<file path="src/rtl/delay_timer_arbiter.sv">
`default_nettype none
// +--------------------------------------------------------------------------+
// | Module      : delay_timer_arbiter                                        |
// | Description : Round-robin arbiter that shares one down-counting delay    |
// |               timer between REQ_COUNT requesters. The owner's delay is   |
// |               loaded, counted down to zero, and a one-cycle done pulse   |
// |               is returned to that owner.                                 |
// | Options     : DELAY_TIMER_ARB_PRESCALE_EN - adds prescale_i and a        |
// |               PRESCALE_WIDTH prescaler (ticks-per-decrement minus one).  |
// | Revision    : 1.0 - initial release                                      |
// +--------------------------------------------------------------------------+
module delay_timer_arbiter #(
  parameter int WORD_WIDTH     = 8,
  parameter int REQ_COUNT      = 4,
  parameter int PRESCALE_WIDTH = 4
) (
  input  logic                            clk_i,
  input  logic                            arst_i,
  input  logic [REQ_COUNT-1:0]            req_i,
  input  logic [REQ_COUNT*WORD_WIDTH-1:0] delay_i,
`ifdef DELAY_TIMER_ARB_PRESCALE_EN
  input  logic [PRESCALE_WIDTH-1:0]       prescale_i,
`endif
  output logic [REQ_COUNT-1:0]            grant_o,
  output logic [REQ_COUNT-1:0]            done_o,
  output logic                            busy_o,
  output logic [WORD_WIDTH-1:0]           remaining_o
);

  localparam int IDX_W = (REQ_COUNT > 1) ? $clog2(REQ_COUNT) : 1;

  localparam logic [IDX_W-1:0] c_last_idx      = IDX_W'(REQ_COUNT - 1);
  localparam logic [IDX_W:0]   c_req_count_ext = (IDX_W + 1)'(REQ_COUNT);
  localparam logic [REQ_COUNT-1:0] c_onehot0   = REQ_COUNT'(1);

  typedef enum logic [1:0] {
    ST_IDLE  = 2'd0,
    ST_LOAD  = 2'd1,
    ST_COUNT = 2'd2,
    ST_DONE  = 2'd3
  } state_t;

  // Configurations that cannot work leave this marker block in the hierarchy.
  if (WORD_WIDTH < 2 || REQ_COUNT < 2 || PRESCALE_WIDTH < 1) begin : g_illegal_params
  end

  state_t                r_state;
  state_t                w_state_nxt;

  logic [IDX_W-1:0]      r_ptr;        // round-robin scan start
  logic [IDX_W-1:0]      r_win;        // current / last owner index
  logic [WORD_WIDTH-1:0] r_cnt;        // shared down counter

  logic [WORD_WIDTH-1:0] w_delay [REQ_COUNT];
  logic                  w_found;
  logic [IDX_W-1:0]      w_pick;
  logic [IDX_W:0]        w_sum;
  logic [IDX_W-1:0]      w_idx;
  logic [IDX_W-1:0]      w_win_next;
  logic [REQ_COUNT-1:0]  w_win_onehot;
  logic                  w_owner_req;

  logic                  w_load;       // LOAD cycle: sample delay (and prescale)
  logic                  w_count_run;  // COUNT cycle with a non-zero counter
  logic                  w_tick;       // counter decrements this cycle
  logic                  w_ptr_adv;    // ownership ends (done or abort)
  logic                  w_grant_en;
  logic                  w_done_en;

  // Split the flat delay bus into one word per requester.
  for (genvar k = 0; k < REQ_COUNT; k++) begin : g_delay_unpack
    assign w_delay[k] = delay_i[k*WORD_WIDTH +: WORD_WIDTH];
  end

  assign w_owner_req  = req_i[r_win];
  assign w_win_onehot = c_onehot0 << r_win;
  assign w_win_next   = (r_win == c_last_idx) ? '0 : r_win + IDX_W'(1);

  // Pick the first requester at or after the pointer, wrapping at REQ_COUNT.
  always_comb begin
    w_found = 1'b0;
    w_pick  = '0;
    w_sum   = '0;
    w_idx   = '0;
    for (int i = 0; i < REQ_COUNT; i++) begin
      w_sum = {1'b0, r_ptr} + (IDX_W + 1)'(i);
      if (w_sum >= c_req_count_ext) begin
        w_sum = w_sum - c_req_count_ext;
      end
      w_idx = w_sum[IDX_W-1:0];
      if (!w_found && req_i[w_idx]) begin
        w_found = 1'b1;
        w_pick  = w_idx;
      end
    end
  end

  // FSM state register.
  always_ff @(posedge clk_i or posedge arst_i) begin
    if (arst_i) begin
      r_state <= ST_IDLE;
    end else begin
      r_state <= w_state_nxt;
    end
  end

  // FSM next-state and control decode; an owner dropping its request aborts.
  always_comb begin
    w_state_nxt = r_state;
    w_load      = 1'b0;
    w_count_run = 1'b0;
    w_ptr_adv   = 1'b0;
    w_grant_en  = 1'b0;
    w_done_en   = 1'b0;
    unique case (r_state)
      ST_IDLE: begin
        if (w_found) begin
          w_state_nxt = ST_LOAD;
        end
      end
      ST_LOAD: begin
        w_grant_en = 1'b1;
        w_load     = 1'b1;
        if (!w_owner_req) begin
          w_state_nxt = ST_IDLE;
          w_ptr_adv   = 1'b1;
        end else begin
          w_state_nxt = ST_COUNT;
        end
      end
      ST_COUNT: begin
        w_grant_en = 1'b1;
        if (!w_owner_req) begin
          w_state_nxt = ST_IDLE;
          w_ptr_adv   = 1'b1;
        end else if (r_cnt == '0) begin
          w_state_nxt = ST_DONE;
        end else begin
          w_count_run = 1'b1;
        end
      end
      ST_DONE: begin
        w_grant_en  = 1'b1;
        w_done_en   = 1'b1;
        w_ptr_adv   = 1'b1;
        w_state_nxt = ST_IDLE;
      end
      default: begin
        w_state_nxt = ST_IDLE;
      end
    endcase
  end

`ifdef DELAY_TIMER_ARB_PRESCALE_EN
  logic [PRESCALE_WIDTH-1:0] r_pre;

  assign w_tick = w_count_run && (r_pre == '0);

  // Prescaler: reload on LOAD and on every tick, otherwise count down.
  always_ff @(posedge clk_i or posedge arst_i) begin
    if (arst_i) begin
      r_pre <= '0;
    end else if (w_load) begin
      r_pre <= prescale_i;
    end else if (w_count_run) begin
      if (r_pre == '0) begin
        r_pre <= prescale_i;
      end else begin
        r_pre <= r_pre - PRESCALE_WIDTH'(1);
      end
    end
  end
`else
  assign w_tick = w_count_run;
`endif

  // Shared counter: load the owner's delay, then decrement on ticks.
  always_ff @(posedge clk_i or posedge arst_i) begin
    if (arst_i) begin
      r_cnt <= '0;
    end else if (w_load) begin
      r_cnt <= w_delay[r_win];
    end else if (w_tick) begin
      r_cnt <= r_cnt - WORD_WIDTH'(1);
    end
  end

  // Arbitration bookkeeping: latch the winner, move the pointer past it.
  always_ff @(posedge clk_i or posedge arst_i) begin
    if (arst_i) begin
      r_win <= '0;
      r_ptr <= '0;
    end else begin
      if (r_state == ST_IDLE && w_found) begin
        r_win <= w_pick;
      end
      if (w_ptr_adv) begin
        r_ptr <= w_win_next;
      end
    end
  end

  assign grant_o     = w_grant_en ? w_win_onehot : '0;
  assign done_o      = w_done_en  ? w_win_onehot : '0;
  assign busy_o      = (r_state != ST_IDLE);
  assign remaining_o = r_cnt;

endmodule
`default_nettype wire

</file>
<file path="config.mk">
export PLATFORM = sky130hd
export DESIGN_NAME = delay_timer_arbiter
export DESIGN_NICKNAME = d
export VERILOG_FILES = /design/src/rtl/delay_timer_arbiter.sv
export SDC_FILE = /design/constraint.sdc
export NUM_CORES = 1
export LEC_CHECK = 0
export ABC_AREA = 1
export CAP_MARGIN = 30
export CORE_ASPECT_RATIO = 1.4
export CORE_UTILIZATION = 40
export CTS_CLUSTER_SIZE = 12
export DETAILED_ROUTE_END_ITERATION = 8
export PLACE_DENSITY = 0.74
export SETUP_SLACK_MARGIN = 0.3
export SLEW_MARGIN = 20
export SYNTH_ARGS = -nofsm -noshare
export SYNTH_HDL_FRONTEND = slang
export SYNTH_SLANG_ARGS = --single-unit
</file>
<file path="constraint.sdc">
create_clock -name clk_i -period 3 [get_ports clk_i]
set_input_delay 0.75 -clock clk_i [delete_from_list [all_inputs] [get_ports clk_i]]
set_output_delay 0.75 -clock clk_i [all_outputs]
set_load 0.02 [all_outputs]
</file>
==> metrics.yaml <==
critPathMaxStageDelay_ns: 0.61
combPwrFrac_pct: 75.2
holdBufCountCts: 0
hold_path_class: "reg2reg"
routed-via-count: 1787
worstMarginPinSlew_ns: 0.557
firstDrtPassIters: 5
power.total_mw: 2.31
crit_cells: 5
numCtsBuffers: 3
drt-total-wl_um: 4300
synth_fa_ha_area_share_pct: 7.73
drc: 0
critPathCapture: "grant_o[0]"
rsz0062_at_grt: "no"
clockBufferDepth: 2
antenna_found_initial: 0
layout.nets: 358
hpwlAfterDp_um: 3310
seq_power_share_pct: 18.0
routedWlPerCell_um: 12.2
portBuffers: 54
synth_mux_area_share_pct: 0
worstReg2RegEnd: "remaining_o[0]"
track_usage_pct: 21.1
slowest_stage: "clkdlybuf4s50_1"
grt_max_degree: 19
setup_violations: 0
power_frac_clock_pct: 6.9
syn_nets: 306
syn_inst: 258
cp-end-kind: "output port"
arrival_ns: 1.80
ant_nets: 0
placed_area_um2: 2150
max_freq_ghz: 0.392
ir_drop_mv: 0.681
reg2reg_setup_slack_ns: 1.28
finalClockSkew_ns: 0.00298
initialDrtViolationCount: 76
swShare_pct: 54.4
critPathTopFamily: "buffers and inverters"
die_area_um2: 4310
fin_cells: 351
core_area_um2: 3920
finalSetupTns_ns: 0
final_util_pct: 56.0
worst_ep_required_time_ns: 2.25
clk_pin_slew_ns: 0.06
fp.dieW_um: 55.8
p_int_mw: 1.06
worst-path-buf-inv: 3
post_cts_buffers: 0
path_class: "reg2out"
overflow: 0
cts.repair.resized: 0
net-switching-power_mw: 1.26
final_area_um2: 2200
cts.sinks: 14
status: "finished, final reports clean"
fp.dieH_um: 77.3
yosysWarnings: 0
drv_cap: 0
std_cell_rows: 27
cp-start-kind: "flip-flop"
power_leakage_nw: 1.10
slew_viol_final: 0
n_antenna_cell: 0
cp_max_fo: 10
power.density_nw_per_um2: 1050
syn_area_per_cell_um2: 6.28
grt_pass1_wl_um: 7330
synth_cell_types: 31
gp_congestion: 0.862
start_util_pct: 41.3
finalCriticalPeriod_ns: 2.55
synth_top_family_by_area: "simple AND/OR/NAND/NOR gates"
syn_area_um2: 1620
via_per_inst: 5.09
path_cells: "inv_4, ha_1, inv_1, nor2_1, clkdlybuf4s50_1"
crit_start: "r_win[1]"
fin_crit_sh_pct: 85.1
grt_pass1_vias: 1716
drive_gt1_share_pct: 11.4
worstSkewPairLatency_ns: 0.25
rr_worst_depth: 9
synthXorXnorAreaFrac_pct: 1.08
synth-seq-area-share_pct: 21.6
cts_max_level: 1
relSlewSlack_pct: 62.8
flow.area_growth_from_synthesis_pct: 35.6
hold_viol: 0
root_buffer: "clkbuf_8"
ys_ff_latch: 14
synthSimpleGateAreaFrac_pct: 39.7
synth_compound_gate_area_share_pct: 16.2
ios: 55
numPlacedInstances: 348
cts_tree: "done"
reg2reg_from: "r_win[0]"
[per-stage QoR]
step / hold WS, ns / setup slack, ns
5_1_grt: 0.589 / 0.330
2_1_floorplan: 0.491 / 0.993
3_5_place_dp: 0.533 / 0.681
4_1_cts: 0.545 / 0.394
6_report: 0.539 / 0.446
3_3_place_gp: 0.516 / 0.685
[power by group through the flow]
| stage | sequential [mW] | combinational (mW) | clock (mW) |
|---|---|---|---|
| floorplan | 0.437 | 1.31 | 0 |
| global placement | 0.411 | 1.72 | 0 |
| detailed placement | 0.416 | 1.74 | 0 |
| CTS | 0.412 | 1.75 | 0.159 |
| global route | 0.431 | 1.96 | 0.167 |
| finish | 0.416 | 1.74 | 0.159 |
[cells in the mapped netlist (all sizes together)]
cell / n / area (µm²)
xor2: 1 / 8.76
nand2: 89 / 354
clkbuf: 2 / 7.51
dfrtp: 14 / 350
xnor2: 1 / 8.76
nand3: 24 / 150
nand4: 4 / 25.0
o31ai: 1 / 7.51
a21oi: 3 / 15.0
inv: 36 / 138
o21bai: 1 / 18.8
nor2: 26 / 108
ha: 10 / 125
o22ai: 5 / 31.3
o21a: 1 / 7.51
o221ai: 1 / 8.76
and2: 1 / 6.26
o21ai: 30 / 173
buf: 8 / 76.3
[cells in the final DEF (no fill, tap or decap), types with 6 or more instances in the layout]
| cell | count |
|---|---|
| clkdlybuf4s50_1 | 54 |
| inv_2 | 6 |
| nor2_1 | 24 |
| nand3_1 | 18 |
| nand3_2 | 6 |
| nand2_1 | 83 |
| ha_1 | 10 |
| dfrtp_1 | 14 |
| inv_1 | 28 |
| o21ai_0 | 22 |
| o21ai_2 | 6 |
[worst min-delay path by stage]
stage               startpoint          to  slack, ns  depth (start not counted)
floorplan           r_state[1]  r_state[1]       0.49                          2
global placement    r_state[1]  r_state[1]       0.52                          2
detailed placement  r_state[1]  r_state[1]       0.53                          2
CTS                 r_state[1]  r_state[1]       0.55                          2
global route        r_state[0]  r_state[0]       0.59                          2
finish              r_state[1]  r_state[1]       0.54                          2
[cells by family after synthesis]
kind of cell | Yosys count
buffers and inverters | 46
AO/OA/AOI/OAI | 42
adder cells (fa/ha/maj) | 10
AND/OR/NAND/NOR | 144
XOR/XNOR | 2
flip-flops | 14
[metal layers]
metal / part of all wire [%] / vias up / GRT usage [%]
li1: - / 920 / -
met1: 40 / 805 / 23.0
met2: 53 / 53 / 40.6
met3: 5.0 / 9 / 3.37
met4: 1.8 / 0 / 6.50
met5: 0 / - / 0
[tightest hold or removal path, delay by kind of cell (launching register included)]
| family | cells | cell delay, ns |
|---|---|---|
| flip-flops | 1 | 0.39 |
| AND/OR/NAND/NOR | 2 | 0.12 |
[final cells by class]
class | instances | area [µm²]
fill | 386 | 1720
multi-input combinational | 198 | 1050
timing repair buffer | 57 | 563
sequential | 14 | 350
inverter | 36 | 140
tap | 43 | 53.8
clock buffer | 3 | 41.3
[flip-flops by register name (all words and copies together), names as in the netlist]
| signal | cells |
|---|---|
| r_ptr | 2 |
| r_state | 2 |
| r_win | 2 |
| remaining_o | 8 |
(Power assumes the default switching activity.)
